`src/rtl/serial_add.sv`:
```
// serial_add: multi-cycle adder that processes SLICE bits per clock, LSB slice
// first, under a start/busy/done handshake. Result outputs update only on done.
// Optional feature macro: SERIAL_ADD_SUB_EN adds a 'sub' input. With sub=1 the
// block computes a + ~b + (cin^1), which is a - b when cin=0.
module serial_add #(
  parameter int unsigned WIDTH = 8,
  parameter int unsigned SLICE = 1
) (
  input  logic             clk,
  input  logic             rst_n,
  input  logic             start,
  input  logic [WIDTH-1:0] a,
  input  logic [WIDTH-1:0] b,
  input  logic             cin,
`ifdef SERIAL_ADD_SUB_EN
  input  logic             sub,
`endif
  output logic             busy,
  output logic             done,
  output logic [WIDTH-1:0] sum,
  output logic             cout,
  output logic             ovf
);

  localparam int unsigned NSL = WIDTH / SLICE;
  localparam int unsigned KW  = (NSL > 1) ? $clog2(NSL) : 1;

  // Reject parameter sets where the slices do not tile the operand exactly.
  if (WIDTH < 1 || SLICE < 1 || (WIDTH % SLICE) != 0) begin : g_param_chk
    $error("serial_add: WIDTH must be a nonzero multiple of SLICE");
  end

  typedef enum logic {
    S_IDLE = 1'b0,
    S_RUN  = 1'b1
  } state_t;

  state_t           r_state, w_state_nx;
  logic [KW-1:0]    r_k, w_k_nx;
  logic [WIDTH-1:0] r_a, w_a_nx;
  logic [WIDTH-1:0] r_b, w_b_nx;
  logic [WIDTH-1:0] r_res, w_res_nx;
  logic             r_carry, w_carry_nx;
  logic             r_busy, w_busy_nx;
  logic             r_done, w_done_nx;
  logic [WIDTH-1:0] r_sum, w_sum_nx;
  logic             r_cout, w_cout_nx;
  logic             r_ovf, w_ovf_nx;

  logic [WIDTH-1:0] w_b_in;
  logic             w_cin_in;
  logic [SLICE-1:0] w_s;
  logic [SLICE:0]   w_c;
  logic [WIDTH-1:0] w_res_sh;
  logic             w_last;

  // Operand conditioning applied once, at accept time.
`ifdef SERIAL_ADD_SUB_EN
  assign w_b_in   = sub ? ~b : b;
  assign w_cin_in = cin ^ sub;
`else
  assign w_b_in   = b;
  assign w_cin_in = cin;
`endif

  // Operands are shifted right each RUN cycle, so the active slice is always
  // in the low SLICE bits; the result fills in from the top and is aligned
  // after NSL shifts.
  always_comb begin
    w_s    = '0;
    w_c    = '0;
    w_c[0] = r_carry;
    for (int j = 0; j < int'(SLICE); j++) begin
      w_s[j]   = r_a[j] ^ r_b[j] ^ w_c[j];
      w_c[j+1] = (r_a[j] & r_b[j]) | (r_a[j] & w_c[j]) | (r_b[j] & w_c[j]);
    end
    w_res_sh = (r_res >> SLICE) | (WIDTH'(w_s) << (WIDTH - SLICE));
  end

  assign w_last = (r_k == KW'(NSL - 1));

  // Next-state and datapath update for the IDLE/RUN controller.
  always_comb begin
    w_state_nx = r_state;
    w_k_nx     = r_k;
    w_a_nx     = r_a;
    w_b_nx     = r_b;
    w_res_nx   = r_res;
    w_carry_nx = r_carry;
    w_busy_nx  = r_busy;
    w_done_nx  = 1'b0;
    w_sum_nx   = r_sum;
    w_cout_nx  = r_cout;
    w_ovf_nx   = r_ovf;
    case (r_state)
      S_IDLE: begin
        if (start) begin
          w_state_nx = S_RUN;
          w_k_nx     = '0;
          w_a_nx     = a;
          w_b_nx     = w_b_in;
          w_carry_nx = w_cin_in;
          w_res_nx   = '0;
          w_busy_nx  = 1'b1;
        end
      end
      S_RUN: begin
        w_a_nx     = r_a >> SLICE;
        w_b_nx     = r_b >> SLICE;
        w_res_nx   = w_res_sh;
        w_carry_nx = w_c[SLICE];
        w_k_nx     = r_k + 1'b1;
        if (w_last) begin
          w_state_nx = S_IDLE;
          w_k_nx     = '0;
          w_busy_nx  = 1'b0;
          w_done_nx  = 1'b1;
          w_sum_nx   = w_res_sh;
          w_cout_nx  = w_c[SLICE];
          // Carry into the MSB is the carry into the top cell of the last slice.
          w_ovf_nx   = w_c[SLICE] ^ w_c[SLICE-1];
        end
      end
      default: begin
        w_state_nx = S_IDLE;
      end
    endcase
  end

  // State and datapath registers with synchronous active-low reset.
  always_ff @(posedge clk) begin
    if (!rst_n) begin
      r_state <= S_IDLE;
      r_k     <= '0;
      r_a     <= '0;
      r_b     <= '0;
      r_res   <= '0;
      r_carry <= 1'b0;
      r_busy  <= 1'b0;
      r_done  <= 1'b0;
      r_sum   <= '0;
      r_cout  <= 1'b0;
      r_ovf   <= 1'b0;
    end else begin
      r_state <= w_state_nx;
      r_k     <= w_k_nx;
      r_a     <= w_a_nx;
      r_b     <= w_b_nx;
      r_res   <= w_res_nx;
      r_carry <= w_carry_nx;
      r_busy  <= w_busy_nx;
      r_done  <= w_done_nx;
      r_sum   <= w_sum_nx;
      r_cout  <= w_cout_nx;
      r_ovf   <= w_ovf_nx;
    end
  end

  assign busy = r_busy;
  assign done = r_done;
  assign sum  = r_sum;
  assign cout = r_cout;
  assign ovf  = r_ovf;

endmodule
```
`config.mk`:
```
export PLATFORM = sky130hd
export DESIGN_NAME = serial_add
export DESIGN_NICKNAME = d
export VERILOG_FILES = /design/src/rtl/serial_add.sv
export SDC_FILE = /design/constraint.sdc
export NUM_CORES = 1
export LEC_CHECK = 0
export ABC_AREA = 1
export CAP_MARGIN = 10
export CORE_MARGIN = 3
export CORE_UTILIZATION = 45
export CTS_CLUSTER_SIZE = 30
export DETAILED_ROUTE_END_ITERATION = 8
export PLACE_DENSITY = 0.72
export SLEW_MARGIN = 10
export SYNTH_ARGS = -nofsm -noshare
export SYNTH_HDL_FRONTEND = slang
export SYNTH_SLANG_ARGS = --single-unit
```
`constraint.sdc`:
```
create_clock -name clk -period 1.15 [get_ports clk]
set_input_delay 0.23 -clock clk [delete_from_list [all_inputs] [get_ports clk]]
set_output_delay 0.23 -clock clk [all_outputs]
set_load 0.05 [all_outputs]
```
==> flow_summary.html <==
<table>
<tr><th>Metric</th><th>Value</th></tr>
<tr><th colspan="2">Critical path</th></tr>
<tr><td>Crit Path Class</td><td>reg2reg</td></tr>
<tr><td>Crit path arrival time</td><td>between 1 and 1.5 ns</td></tr>
<tr><td>Register-to-Register Path Depth</td><td>3</td></tr>
<tr><td>Worst setup EP type</td><td>flop</td></tr>
<tr><td>Endpoint required time on the critical path</td><td>1.43 ns</td></tr>
<tr><td>CP startpoint kind</td><td>flop</td></tr>
<tr><td>Crit Path Max Fanout</td><td>2</td></tr>
<tr><th colspan="2">Clock tree</th></tr>
<tr><td>H-tree depth</td><td>2</td></tr>
<tr><td>Root Driver</td><td>clkbuf_4</td></tr>
<tr><td>Number of clock buffers inserted by TritonCTS</td><td>5</td></tr>
<tr><td>Clk sinks</td><td>40</td></tr>
<tr><td>Clock network latency to the later pin of the worst-skew pair</td><td>0.34 ns</td></tr>
<tr><td>Clock tree from TritonCTS</td><td>yes</td></tr>
<tr><td>Post-CTS Repair Setup Buffers</td><td>0</td></tr>
<tr><td>Clock Pin Slew Worst Setup and Hold Paths</td><td>about 0.12 ns</td></tr>
<tr><td>Number of buffers between clock root and the deepest sink</td><td>2</td></tr>
<tr><th colspan="2">Yosys</th></tr>
<tr><td>Part of the Yosys area used for sequential elements</td><td>between 40% and 50%</td></tr>
<tr><td>Post-Synth Adder-Cell Area</td><td>3.57%</td></tr>
<tr><td>Gate Count Post-Synth</td><td>between 200 and 250</td></tr>
<tr><td>Post-Syn Nets</td><td>240</td></tr>
<tr><td>Average instance area after synthesis</td><td>about 7.5 um2</td></tr>
<tr><td>Proportion of synthesized area in mux cells</td><td>0%</td></tr>
<tr><td>Cell types with the largest area share after synthesis</td><td>dfxtp_1 50%, nand2_1 17%, nand3_1 11%</td></tr>
<tr><td>Yosys warns</td><td>0</td></tr>
<tr><td>Flip-flop and latch count after synthesis</td><td>40</td></tr>
<tr><td>Basic-gate share of the synthesized area counting and, or, nand and nor cells</td><td>a little under a third</td></tr>
<tr><td>Largest family of logic cells by synthesized area</td><td>simple AND/OR/NAND/NOR gates</td></tr>
<tr><td>Fraction of the mapped netlist area in compound gates</td><td>under 10%</td></tr>
<tr><td>Area share of xor/xnor cells in the synthesized design</td><td>less than 1%</td></tr>
<tr><td>Mapped cell area</td><td>between 0.0015 and 0.002 mm2</td></tr>
<tr><td>Cell taking the most area after synthesis</td><td>dfxtp_1</td></tr>
<tr><td>Yosys cell types</td><td>18</td></tr>
<tr><td>Area fraction of the dominant cell type after synthesis</td><td>about half</td></tr>
<tr><th colspan="2">Hold path</th></tr>
<tr><td>Cell count of the worst hold path</td><td>3</td></tr>
<tr><td>Min-Delay Path Class</td><td>in2reg</td></tr>
<tr><th colspan="2">Cells and area</th></tr>
<tr><td>P&amp;R area growth vs syn</td><td>44.9%</td></tr>
<tr><td>Sequential cell area</td><td>approximately 800 um2</td></tr>
<tr><td>Share of layout cells above drive strength 1</td><td>24.8%</td></tr>
<tr><td>Final core occ</td><td>between 60% and 70%</td></tr>
<tr><td>Multi-input combinational cell area</td><td>around 740 um2</td></tr>
<tr><td>Antenna Diode Count</td><td>0</td></tr>
<tr><td>Post-route cell area</td><td>approximately 0.0023 mm2</td></tr>
<tr><td>Final-layout fill cell count</td><td>291</td></tr>
<tr><td>Final net count</td><td>between 200 and 300</td></tr>
<tr><th colspan="2">Timing</th></tr>
<tr><td>Number of slew-limit violations in the final report</td><td>0</td></tr>
<tr><td>Unrepaired setup endpoints after global routing</td><td>true</td></tr>
<tr><td>Final Hold Violating Endpoints</td><td>0</td></tr>
<tr><td>Final Skew</td><td>0.00604 ns</td></tr>
<tr><td>Highest clock rate</td><td>864 MHz</td></tr>
<tr><td>Setup TNS after final layout</td><td>-0.00736 ns</td></tr>
<tr><td>Final-report setup violation count</td><td>1</td></tr>
<tr><td>Slew headroom</td><td>between 80% and 90%</td></tr>
<tr><td>Hold slack</td><td>roughly 0.43 ns</td></tr>
<tr><td>Period utilisation layout</td><td>101%</td></tr>
<tr><td>Final setup margin</td><td>-0.00736 ns</td></tr>
<tr><td>Transition time of the tightest slew-check pin</td><td>0.233 ns</td></tr>
<tr><td>Min Clock Period, post-route</td><td>roughly 1.2 ns</td></tr>
<tr><th colspan="2">Job</th></tr>
<tr><td># Max-Cap Violations</td><td>0</td></tr>
<tr><th colspan="2">Placed design</th></tr>
<tr><td>Cell Area, Placed</td><td>between 0.002 and 0.0025 mm2</td></tr>
<tr><td>Post-detail-place hpwl</td><td>about 2400 um</td></tr>
<tr><td>IO Port Bufs</td><td>31</td></tr>
<tr><td>Worst slack after detailed placement</td><td>-0.287 ns</td></tr>
<tr><td>RD Place Congestion</td><td>0.817</td></tr>
<tr><th colspan="2">Global route</th></tr>
<tr><td>Total track usage</td><td>between 15 and 20%</td></tr>
<tr><td>Initial antenna violation count</td><td>0</td></tr>
<tr><td>Number of global-route vias before repair</td><td>roughly 1300</td></tr>
<tr><td>Global-route congestion overflow total</td><td>0</td></tr>
<tr><td>Largest net degree at the start of global routing</td><td>22</td></tr>
<tr><td>First-pass GRT wire length</td><td>5780 um</td></tr>
<tr><th colspan="2">Outcome</th></tr>
<tr><td>Violated checks</td><td>negative setup slack</td></tr>
<tr><td>Run status</td><td>finished with violations</td></tr>
<tr><th colspan="2">Power</th></tr>
<tr><td>Power density over the cells</td><td>around 1100 mW/mm2</td></tr>
<tr><td>Peak ir drop on the vdd network</td><td>between 1 and 1.5 mV</td></tr>
<tr><td>Standby leakage power</td><td>1.06 nW</td></tr>
<tr><th colspan="2">Die</th></tr>
<tr><td>Horizontal die dimension</td><td>around 66 um</td></tr>
<tr><td>Row count</td><td>21</td></tr>
<tr><td>I/O pins</td><td>32</td></tr>
<tr><td>Initial standard-cell utilization of the core</td><td>a little under half</td></tr>
<tr><td>Core area</td><td>~0.0034 mm2</td></tr>
<tr><td>Die Area</td><td>0.00434 mm2</td></tr>
<tr><td>Vertical extent of the die</td><td>approximately 66 um</td></tr>
<tr><th colspan="2">Detailed routing</th></tr>
<tr><td>Mean routed wirelength per cell</td><td>between 10 and 15 um</td></tr>
<tr><td>Post-route antenna net violation count</td><td>0</td></tr>
<tr><td>Sum of routed wire length over all layers</td><td>around 3300 um</td></tr>
<tr><td>Via-per-instance ratio</td><td>around 4.9</td></tr>
<tr><td>Vias after detailed routing</td><td>between 1000 and 1500</td></tr>
<tr><td>Pre-antenna DRT Iters</td><td>4</td></tr>
<tr><td>Remaining design rule violation count</td><td>0</td></tr>
<tr><td>Initial detailed-routing violation count</td><td>67</td></tr>
</table>
==> timing repair <==
action,CTS,global route
pin swaps,1,8
gates cloned,1,0
gates resized for setup,3,19
hold buffers,0,0
setup endpoints to repair,25,35
==> logic make-up after synthesis <==
kind of cell	Yosys count
compound gates	20
xor+xnor	1
fa+ha+maj	4
buf+inv	31
flops	40
simple gates	120
==> cells in the mapped netlist <==
library cell and count:
nand2_1 73, dfxtp_1 40, nand3_1 34, inv_1 17
o21ai_1 10, buf_2 9, nor2_1 9, o22ai_1 5
a21oi_1 4, ha_1 3, inv_2 3, clkbuf_1 2
nor2_4 2, fa_1 1, nand2_2 1, nor3_1 1
o21ai_0 1, xnor2_1 1
==> registers in the layout (all words and copies together), names as in the netlist <==
| register | count |
|---|---|
| r_a | 8 |
| cout | 1 |
| sum | 8 |
| r_res | 7 |
| ovf | 1 |
| r_state | 1 |
| busy | 1 |
| r_b | 8 |
| r_carry | 1 |
| r_k | 3 |
| done | 1 |
==> path summary, 6_finish.rpt <==
path,start,end,slack (ns)
max,r_b[0]$_SDFFE_PN0P_,r_res[7]$_SDFFE_PN0P_,-0.007
min,a[7],r_a[7]$_SDFFE_PN0P_,0.43
max reg2reg,r_b[0]$_SDFFE_PN0P_,r_res[7]$_SDFFE_PN0P_,-0.007
min reg2reg,sum[5]$_SDFFE_PN0P_,sum[5]$_SDFFE_PN0P_,0.47
==> placed cells by master, fill, tap and decap left out <==
master / instances
buf_6: 1
clkbuf_8: 1
nand2_4: 1
nor2_2: 2
clkbuf_1: 1
nor3_1: 1
xnor2_1: 1
buf_12: 13
dfxtp_2: 14
inv_2: 1
nor2_1: 8
nand2_2: 1
o22ai_1: 5
buf_4: 15
inv_1: 17
dlymetal6s2s_1: 1
clkdlybuf4s50_1: 18
o21ai_0: 1
clkinvlp_4: 1
dfxtp_1: 26
o21ai_2: 1
nand3_2: 2
nand3_1: 32
ha_4: 2
nor2_4: 2
a21oi_1: 4
inv_4: 2
o21ai_1: 9
fa_2: 1
nand2_1: 72
clkbuf_4: 5
ha_1: 1
==> area by class of cell <==
class	count	area share, %
Clock inverter	1	0.321
Timing Repair Buffer	48	24.7
Multi-Input combinational cell	146	31.7
Clock buffer	7	2.36
Sequential cell	40	35.0
Inverter	20	3.43
Tap cell	46	2.46
==> routing by layer <==
metal | vias up | track usage, % | part of all wire (%)
met5 | - | 0 | 0
met2 | 39 | 25.7 | 45
met1 | 667 | 22.8 | 48
li1 | 783 | - | -
met3 | 5 | 4.42 | 5.7
met4 | 0 | 6.48 | 1.3
==> worst max-delay path, stage by stage (launching register included) <==
cell	delay (ns)
dfxtp_2	0.35
fa_2	0.60
nand3_2	0.08
o21ai_2	0.06
==> report_power, final <==
part           switching, mW  leakage (nW)  internal, mW
Sequential            0.0367         0.332          1.44
Clock                  0.442        0.0315         0.300
Combinational          0.173         0.697         0.180
Total                  0.652          1.06          1.92
==> stage by stage <==
step                      power, mW  cells
after floorplan                1.68    216
after global placement         1.84    299
after detailed placement       1.84    299
after CTS                      2.58    308
after global routing           2.69    308
final                          2.57    308
(Power assumes the default switching activity.)
